## src/rtl/hilo_muldiv_sequencer_pkg.sv

```systemverilog
// Shared funct codes and sequencer state encoding for the EX-stage HI/LO unit.
package hilo_muldiv_sequencer_pkg;

  // ALU funct codes decoded elsewhere in EX.
  localparam logic [5:0] FnAdd   = 6'b100000;
  localparam logic [5:0] FnAddu  = 6'b100001;
  localparam logic [5:0] FnSub   = 6'b100010;
  localparam logic [5:0] FnSubu  = 6'b100011;
  localparam logic [5:0] FnAnd   = 6'b100100;
  localparam logic [5:0] FnOr    = 6'b100101;

  localparam logic [5:0] FnMfhi  = 6'b010000;
  localparam logic [5:0] FnMthi  = 6'b010001;
  localparam logic [5:0] FnMflo  = 6'b010010;
  localparam logic [5:0] FnMtlo  = 6'b010011;
  localparam logic [5:0] FnMult  = 6'b011000;
  localparam logic [5:0] FnMultu = 6'b011001;
  localparam logic [5:0] FnDiv   = 6'b011010;
  localparam logic [5:0] FnDivu  = 6'b011011;

  typedef enum logic [1:0] {
    StIdle,
    StMul,
    StDiv,
    StFix
  } state_e;

  function automatic logic is_hilo_fn(input logic [5:0] fn);
    return fn inside {FnMfhi, FnMthi, FnMflo, FnMtlo, FnMult, FnMultu, FnDiv, FnDivu};
  endfunction

endpackage

```

## src/rtl/hilo_muldiv_sequencer_if.sv

```systemverilog
// EX-stage request/response bundle between the pipeline and the HI/LO sequencer.
interface hilo_muldiv_sequencer_if #(
  parameter int unsigned NBITS  = 32,
  parameter int unsigned ANBITS = 6
);
  logic              start;
  logic [ANBITS-1:0] funct;
  logic [NBITS-1:0]  rs;
  logic [NBITS-1:0]  rt;
  logic              abort;
  logic              stall;
  logic              busy;
  logic              done;
  logic [NBITS-1:0]  result;
  logic [NBITS-1:0]  hi;
  logic [NBITS-1:0]  lo;

  modport master (
    output start, funct, rs, rt, abort,
    input  stall, busy, done, result, hi, lo
  );

  modport slave (
    input  start, funct, rs, rt, abort,
    output stall, busy, done, result, hi, lo
  );
endinterface

```

## src/rtl/hilo_muldiv_sequencer_muldiv_datapath.sv

```systemverilog
// Iterative shift-add multiplier / restoring divider on unsigned magnitudes,
// with sign correction applied combinationally to the final accumulator.
module hilo_muldiv_sequencer_muldiv_datapath #(
  parameter int unsigned NBITS = 32
) (
  input  logic             clk,
  input  logic             rst_n,
  input  logic             load,
  input  logic             step,
  input  logic             is_div,
  input  logic             is_signed,
  input  logic [NBITS-1:0] rs,
  input  logic [NBITS-1:0] rt,
  output logic [NBITS-1:0] hi_res,
  output logic [NBITS-1:0] lo_res
);
  localparam int unsigned W = 2 * NBITS;

  logic [W-1:0]     acc_q, acc_d;
  logic [NBITS-1:0] opnd_q;
  logic             is_div_q, neg_lo_q, neg_hi_q, div_zero_q;

  logic             rs_neg, rt_neg;
  logic [NBITS-1:0] rs_mag, rt_mag;
  logic [NBITS:0]   add_a;
  logic [NBITS+1:0] sum;
  logic             nonneg;
  logic [W-1:0]     prod;
  logic [NBITS-1:0] quo, rem;

  assign rs_neg = is_signed & rs[NBITS-1];
  assign rt_neg = is_signed & rt[NBITS-1];
  assign rs_mag = rs_neg ? -rs : rs;
  assign rt_mag = rt_neg ? -rt : rt;

  // Divide shifts the remainder left first, so the trial operand includes the next dividend bit.
  assign add_a  = is_div_q ? acc_q[W-1:NBITS-1] : {1'b0, acc_q[W-1:NBITS]};
  assign sum    = is_div_q ? ({1'b0, add_a} - {2'b00, opnd_q})
                           : ({1'b0, add_a} + {2'b00, opnd_q});
  assign nonneg = ~sum[NBITS+1];

  always_comb begin
    acc_d = acc_q;
    if (is_div_q) begin
      acc_d = {(nonneg ? sum[NBITS-1:0] : add_a[NBITS-1:0]), acc_q[NBITS-2:0], nonneg};
    end else begin
      acc_d = {(acc_q[0] ? sum[NBITS:0] : add_a), acc_q[NBITS-1:1]};
    end
  end

  always_ff @(posedge clk or negedge rst_n) begin
    if (!rst_n) begin
      acc_q      <= '0;
      opnd_q     <= '0;
      is_div_q   <= 1'b0;
      neg_lo_q   <= 1'b0;
      neg_hi_q   <= 1'b0;
      div_zero_q <= 1'b0;
    end else if (load) begin
      acc_q      <= {{NBITS{1'b0}}, (is_div ? rs_mag : rt_mag)};
      opnd_q     <= is_div ? rt_mag : rs_mag;
      is_div_q   <= is_div;
      neg_lo_q   <= rs_neg ^ rt_neg;
      neg_hi_q   <= is_div ? rs_neg : (rs_neg ^ rt_neg);
      div_zero_q <= (rt == '0);
    end else if (step) begin
      acc_q <= acc_d;
    end
  end

  assign prod = neg_lo_q ? -acc_q : acc_q;
  assign quo  = acc_q[NBITS-1:0];
  assign rem  = acc_q[W-1:NBITS];

  // A zero divisor leaves an all-ones quotient that must not be sign-corrected.
  assign hi_res = is_div_q ? (neg_hi_q ? -rem : rem) : prod[W-1:NBITS];
  assign lo_res = is_div_q ? ((neg_lo_q && !div_zero_q) ? -quo : quo) : prod[NBITS-1:0];

endmodule

```

## src/rtl/hilo_muldiv_sequencer.sv

```systemverilog
// HI/LO sequencer: FSM, iteration counter, HI/LO registers and EX stall generation
// around the iterative multiply/divide datapath.
module hilo_muldiv_sequencer
  import hilo_muldiv_sequencer_pkg::*;
#(
  parameter int unsigned NBITS   = 32,
  parameter int unsigned ANBITS  = 6,
  parameter int unsigned CNTBITS = 6
) (
  input logic                   clk,
  input logic                   rst_n,
  hilo_muldiv_sequencer_if.slave bus
);
  state_e             state_q, state_d;
  logic [CNTBITS-1:0] cnt_q, cnt_d;
  logic [NBITS-1:0]   hi_q, hi_d, lo_q, lo_d;
  logic               done_q, done_d;

  logic [ANBITS-1:0]  funct;
  logic [5:0]         fn;
  logic               op_mul, op_div, op_signed, idle, last_iter;
  logic               dp_load, dp_step;
  logic [NBITS-1:0]   dp_hi, dp_lo;

  assign funct     = bus.funct;
  assign fn        = funct[5:0];
  assign op_mul    = (fn == FnMult) || (fn == FnMultu);
  assign op_div    = (fn == FnDiv) || (fn == FnDivu);
  assign op_signed = (fn == FnMult) || (fn == FnDiv);
  assign idle      = (state_q == StIdle);
  assign last_iter = (cnt_q == CNTBITS'(NBITS - 1));

  hilo_muldiv_sequencer_muldiv_datapath #(
    .NBITS(NBITS)
  ) u_datapath (
    .clk      (clk),
    .rst_n    (rst_n),
    .load     (dp_load),
    .step     (dp_step),
    .is_div   (op_div),
    .is_signed(op_signed),
    .rs       (bus.rs),
    .rt       (bus.rt),
    .hi_res   (dp_hi),
    .lo_res   (dp_lo)
  );

  always_ff @(posedge clk or negedge rst_n) begin
    if (!rst_n) begin
      state_q <= StIdle;
    end else begin
      state_q <= state_d;
    end
  end

  always_comb begin
    state_d = state_q;
    if (bus.abort) begin
      state_d = StIdle;
    end else begin
      unique case (state_q)
        StIdle: begin
          if (bus.start && op_mul) begin
            state_d = StMul;
          end else if (bus.start && op_div) begin
            state_d = StDiv;
          end
        end
        StMul, StDiv: if (last_iter) state_d = StFix;
        StFix:        state_d = StIdle;
        default:      state_d = StIdle;
      endcase
    end
  end

  always_comb begin
    cnt_d   = cnt_q;
    hi_d    = hi_q;
    lo_d    = lo_q;
    done_d  = 1'b0;
    dp_load = 1'b0;
    dp_step = 1'b0;
    unique case (state_q)
      StIdle: begin
        if (bus.start && !bus.abort) begin
          if (op_mul || op_div) begin
            dp_load = 1'b1;
            cnt_d   = '0;
          end else if (fn == FnMthi) begin
            hi_d = bus.rs;
          end else if (fn == FnMtlo) begin
            lo_d = bus.rs;
          end
        end
      end
      StMul, StDiv: begin
        dp_step = !bus.abort;
        cnt_d   = bus.abort ? '0 : cnt_q + CNTBITS'(1);
      end
      StFix: begin
        if (!bus.abort) begin
          hi_d   = dp_hi;
          lo_d   = dp_lo;
          done_d = 1'b1;
        end
      end
      default: ;
    endcase
  end

  always_ff @(posedge clk or negedge rst_n) begin
    if (!rst_n) begin
      cnt_q  <= '0;
      hi_q   <= '0;
      lo_q   <= '0;
      done_q <= 1'b0;
    end else begin
      cnt_q  <= cnt_d;
      hi_q   <= hi_d;
      lo_q   <= lo_d;
      done_q <= done_d;
    end
  end

  always_comb begin
    bus.result = '0;
    if (idle && bus.start) begin
      if (fn == FnMfhi) begin
        bus.result = hi_q;
      end else if (fn == FnMflo) begin
        bus.result = lo_q;
      end
    end
  end

  assign bus.busy  = !idle;
  assign bus.stall = bus.start && !idle && is_hilo_fn(fn);
  assign bus.done  = done_q;
  assign bus.hi    = hi_q;
  assign bus.lo    = lo_q;

endmodule

```

## src/flat_wrapper.sv

```systemverilog
// flat-port wrapper written by rule: the top's interface ports become plain ports
module hilo_muldiv_sequencer_flat import hilo_muldiv_sequencer_pkg::*;
#(
  parameter int unsigned NBITS   = 32,
  parameter int unsigned ANBITS  = 6,
  parameter int unsigned CNTBITS = 6
)
  (clk, rst_n, bus_start, bus_funct, bus_rs, bus_rt, bus_abort, bus_stall, bus_busy, bus_done, bus_result, bus_hi, bus_lo);
  hilo_muldiv_sequencer_if #(.NBITS(NBITS), .ANBITS(ANBITS)) bus_i ();
  input logic clk;
  input logic rst_n;
  input wire logic [$bits(bus_i.start)-1:0] bus_start;
  input wire logic [$bits(bus_i.funct)-1:0] bus_funct;
  input wire logic [$bits(bus_i.rs)-1:0] bus_rs;
  input wire logic [$bits(bus_i.rt)-1:0] bus_rt;
  input wire logic [$bits(bus_i.abort)-1:0] bus_abort;
  output wire logic [$bits(bus_i.stall)-1:0] bus_stall;
  output wire logic [$bits(bus_i.busy)-1:0] bus_busy;
  output wire logic [$bits(bus_i.done)-1:0] bus_done;
  output wire logic [$bits(bus_i.result)-1:0] bus_result;
  output wire logic [$bits(bus_i.hi)-1:0] bus_hi;
  output wire logic [$bits(bus_i.lo)-1:0] bus_lo;
  assign bus_i.start = bus_start;
  assign bus_i.funct = bus_funct;
  assign bus_i.rs = bus_rs;
  assign bus_i.rt = bus_rt;
  assign bus_i.abort = bus_abort;
  assign bus_stall = bus_i.stall;
  assign bus_busy = bus_i.busy;
  assign bus_done = bus_i.done;
  assign bus_result = bus_i.result;
  assign bus_hi = bus_i.hi;
  assign bus_lo = bus_i.lo;
  hilo_muldiv_sequencer #(.NBITS(NBITS), .ANBITS(ANBITS), .CNTBITS(CNTBITS)) u_core (.clk(clk), .rst_n(rst_n), .bus(bus_i));
endmodule
```

## config.mk

```make
export PLATFORM = sky130hd
export DESIGN_NAME = hilo_muldiv_sequencer_flat
export DESIGN_NICKNAME = d
export VERILOG_FILES = /design/src/rtl/hilo_muldiv_sequencer_pkg.sv /design/src/rtl/hilo_muldiv_sequencer_if.sv /design/src/rtl/hilo_muldiv_sequencer_muldiv_datapath.sv /design/src/rtl/hilo_muldiv_sequencer.sv /design/src/flat_wrapper.sv
export SDC_FILE = /design/constraint.sdc
export NUM_CORES = 1
export LEC_CHECK = 0
export CELL_PAD_IN_SITES_DETAIL_PLACEMENT = 0
export CELL_PAD_IN_SITES_GLOBAL_PLACEMENT = 1
export CORE_MARGIN = 5
export CORE_UTILIZATION = 44
export CTS_CLUSTER_SIZE = 28
export DETAILED_ROUTE_END_ITERATION = 10
export DONT_BUFFER_PORTS = 1
export PLACE_DENSITY = 0.76
export SETUP_SLACK_MARGIN = 0.5
export SLEW_MARGIN = 20
export SYNTH_ARGS = -nofsm -noshare
export SYNTH_HDL_FRONTEND = slang
export SYNTH_SLANG_ARGS = --single-unit
```

## constraint.sdc

```tcl
create_clock -name clk -period 5 [get_ports clk]
set_clock_uncertainty 0.15 [all_clocks]
set_input_delay 0.5 -clock clk [delete_from_list [all_inputs] [get_ports clk]]
set_output_delay 0.5 -clock clk [all_outputs]
set_load 0.02 [all_outputs]
```

==> impl_results.rst <==
.. list-table::
   :header-rows: 1

   * - Metric
     - Value
   * - Count of flip-flops with a built-in enable after synthesis
     - 0
   * - Flop and latch count out of synthesis
     - 173
   * - Die X-Extent
     - 197 µm
   * - Worst slew margin relative to its limit
     - 0.373
   * - Worst hold slack after final layout
     - -0.427 ns
   * - Crit. End Element
     - flip-flop
   * - Register clock-pin slew on the reported worst setup and hold paths
     - 0.08 ns
   * - DRC marker count from the first detailed-route iteration
     - 1524
   * - Clock root buffer
     - clkbuf_16
   * - Maximum number of pins on one net before global-route repair
     - 174
   * - Buffer depth of the longest clock path
     - 2
   * - Critical-path top delay cell
     - or4_4
   * - Synth Cell Area
     - 0.0154 mm²
   * - Slowest stage delay, CP
     - 0.60 ns
   * - Total clock buffers created by CTS
     - 17
   * - Path category of the worst min-delay check
     - input pin to asynchronous set/reset pin
   * - Cell with the most instances on the worst path
     - buf_6
   * - Detail Route Antenna Nets
     - 0
   * - Setup repair after global routing missed its margin
     - yes
   * - Area leader, netlist
     - dfrtp_1
   * - Setup Total Neg Slack
     - 0 ns
   * - Number of iterations in the first detailed-routing pass
     - 8
   * - Static leakage
     - 7.21 nW
   * - Final Wtd Congestion
     - 0.938
   * - Inserted Diodes
     - 0
   * - Average footprint of a synthesized cell
     - 7.80 µm²
   * - Required time worst endpoint
     - 5.21 ns
   * - Total placed cells including tap cells
     - 2323
   * - CTS tree
     - done
   * - Top area cells in the synthesized netlist
     - dfrtp_1 (28%), mux2i_1 (6.7%), o21ai_0 (6.7%)
   * - Half-perimeter wire length after detailed placement
     - 43000 µm
   * - Slew Viols, Final
     - 0
   * - Number of hold-repair buffers added at the cts stage
     - 1
   * - Crit-path cells
     - or4_4 > nor4b_4 > buf_6 > a21oi_2 > xnor2_2 > ha_4 > a21o_1 > a311o_1 > a221oi_2 > o221a_2 > and3_4 > nor4_4 > buf_4 > buf_6 > buf_8 > a221o_1 > a22o_1
   * - Number of antenna violations at the first check in global routing
     - 3
   * - First-pass GRT wire length
     - 85800 µm
   * - Number of cells on the critical path
     - 17
   * - Synth Net Count
     - 2085
   * - Share of final-layout standard cells stronger than drive strength 1
     - 0.144
   * - Vias in the first global route
     - 13949
   * - Final cell count without fillers
     - 2406
   * - Arrival time of the worst setup path
     - 4.96 ns
   * - Gate Count Post-Synth
     - 1969
   * - Sequential-to-total area share from yosys stat
     - 0.282
   * - Run status
     - complete, but fails checks
   * - Nets
     - 2054
   * - Post-layout util
     - 0.504
   * - R2r worst-path depth
     - 17
   * - Height of the die
     - 197 µm
   * - Crit Path Max Fanout
     - 7
   * - Clk Latency, worst-skew pair
     - 0.47 ns
   * - Final period utilization
     - 0.948
   * - Synth-to-layout area growth
     - 13.0%
   * - Flip-flop cell with the highest count after synthesis
     - dfrtp_1
   * - DRC violations left
     - 0
   * - Asr flop ratio synth
     - 1.00
   * - Internal reg-to-reg setup slack
     - 0.26 ns
   * - Average wire length per cell after detail routing
     - 23.9 µm
   * - Largest delay contributor family on the critical path
     - compound AO/OA/AOI/OAI gates
   * - Number of warning messages in the yosys log
     - 0
   * - Area of the die
     - 0.0387 mm²
   * - Num Clock Sinks
     - 173
   * - Aggregate global-route resource usage
     - 0.287
   * - Maximum ir drop on the vdd rail
     - 390 µV
   * - Peak Freq
     - 211 MHz
   * - Final count of hold timing violations
     - 173
   * - Number of primary I/O pins
     - 173
   * - Final setup violation count
     - 0
   * - List of most frequent post-synthesis cells
     - nand2_1 (244), o21ai_0 (204), nor2_1 (188)
   * - Count of unique library cells instantiated by Yosys
     - 80
   * - Vias per Instance
     - 6.20
   * - Cell Pwr Density
     - 840 mW/mm²
   * - Drt total wl
     - 57500 µm
   * - Overall power of the completed layout
     - 0.0146 W
   * - Startpoint class of the critical path
     - flip-flop
   * - Fin crit period
     - 4.74 ns
   * - Quantity of I/O buffers inserted on ports
     - 0
   * - Startpoint-to-endpoint class of the critical path
     - flip-flop to flip-flop
   * - Aggregate global routing overflow
     - 0
   * - Top cell type's share of synthesized area
     - 0.282
   * - Area inside the core boundary
     - 0.0345 mm²
   * - Violated checks
     - hold timing
   * - Dominant cell by count in the synthesized netlist
     - nand2_1
   * - Max-cap violation count
     - 0
   * - Number of placement rows
     - 68
   * - Number of levels the H-tree was split into
     - 4
   * - Via total after detailed routing
     - 14923
   * - Worst Tran Pin Value
     - 0.938 ns
   * - Number of buffer and inverter stages on the critical path
     - 4
   * - Initial Util
     - 0.445
==> flip-flops by register name (all words and copies together), names as in the netlist <==
name	flops
u_core.bus.hi	32
u_core.u_datapath.is_div_q	1
u_core.state_q	2
u_core.bus.done	1
u_core.bus.lo	32
u_core.u_datapath.opnd_q	32
u_core.u_datapath.div_zero_q	1
u_core.cnt_q	6
u_core.u_datapath.neg_hi_q	1
u_core.u_datapath.acc_q	64
u_core.u_datapath.neg_lo_q	1
==> metal layers <==
metal	vias up	wire (µm)	global-route usage
met5	-	0	0
met4	0	2160	0.110
met3	95	4840	0.0564
met2	649	24900	0.432
met1	7159	25500	0.408
li1	7020	-	-
==> where the power goes <==
part	internal, W	switching (W)
Clock	0.000712	0.000715
Combinational	0.00437	0.00557
Sequential	0.00194	0.00127
Total	0.00702	0.00756
==> layout by cell type (no fill, tap or decap), types with 18 or more instances in the layout <==
master	synthesis	final
a211oi_1	26	25
a21o_1	29	29
a21oi_1	162	153
buf_4	0	88
clkbuf_16	0	18
dfrtp_1	173	171
ha_1	41	29
inv_1	34	34
mux2_2	32	32
mux2i_1	103	103
nand2_1	244	237
nand3_1	22	20
nor2_1	188	181
nor2b_1	25	25
nor3_1	40	37
o211ai_1	22	22
o21ai_0	204	194
o221ai_1	32	30
o31ai_1	23	21
xnor2_1	111	102
xor2_1	68	67
==> worst paths after layout <==
check,startpoint,to
min,rst_n,u_core.bus.hi[11]$_DFFE_PN0P_
min in group clk,bus_rt[28],u_core.u_datapath.div_zero_q$_DFFE_PN0P_
max in group asynchronous,rst_n,u_core.bus.lo[15]$_DFFE_PN0P_
max reg2reg,u_core.u_datapath.opnd_q[5]$_DFFE_PN0P_,u_core.u_datapath.acc_q[50]$_DFFE_PN0P_
max,u_core.u_datapath.opnd_q[5]$_DFFE_PN0P_,u_core.u_datapath.acc_q[50]$_DFFE_PN0P_
min reg2reg,u_core.cnt_q[5]$_DFFE_PN0P_,u_core.cnt_q[5]$_DFFE_PN0P_
==> logic make-up (layout without fill, tap and decap cells) <==
kind of cell,after synthesis,after routing,share of synthesized area
AOI/OAI and AO/OA,608,609,0.246
xor gates and xnor gates,179,179,0.102
adders and majority gates,42,42,0.0347
buffers and inverters,187,168,0.0472
DFF,173,173,0.282
muxes,135,135,0.0906
and+or+nand+nor,645,645,0.198
==> stage by stage <==
stage                     setup slack (ns)  hold WS (ns)  cell area, µm²
final                                0.259        -0.427           17400
after global placement               0.275        0.0587           15800
after global routing                 0.167        -0.440           17400
after detailed placement             0.174        0.0602           15800
after CTS                            0.453        -0.442           16900
after floorplan                      0.518        0.0544           15400
==> timing repair <==
| action | 4_1_cts | 5_1_grt |
|---|---|---|
| setup endpoints to repair | 33 | 33 |
| pin swaps | 33 | 42 |
| hold endpoints to repair | 175 | 173 |
| gates resized for setup | 43 | 71 |
| buffers inserted | 33 | 13 |
| gates cloned | 3 | 0 |
==> final cells by class <==
class / count / area, µm²
clock buffer: 17 / 425
clock inverter: 15 / 175
fill: 3389 / 17100
inverter: 35 / 131
multi-input combinational: 1610 / 10900
sequential: 173 / 4330
tap: 455 / 569
timing repair buffer: 101 / 858
No activity file was read; power rests on OpenSTA's default activity.
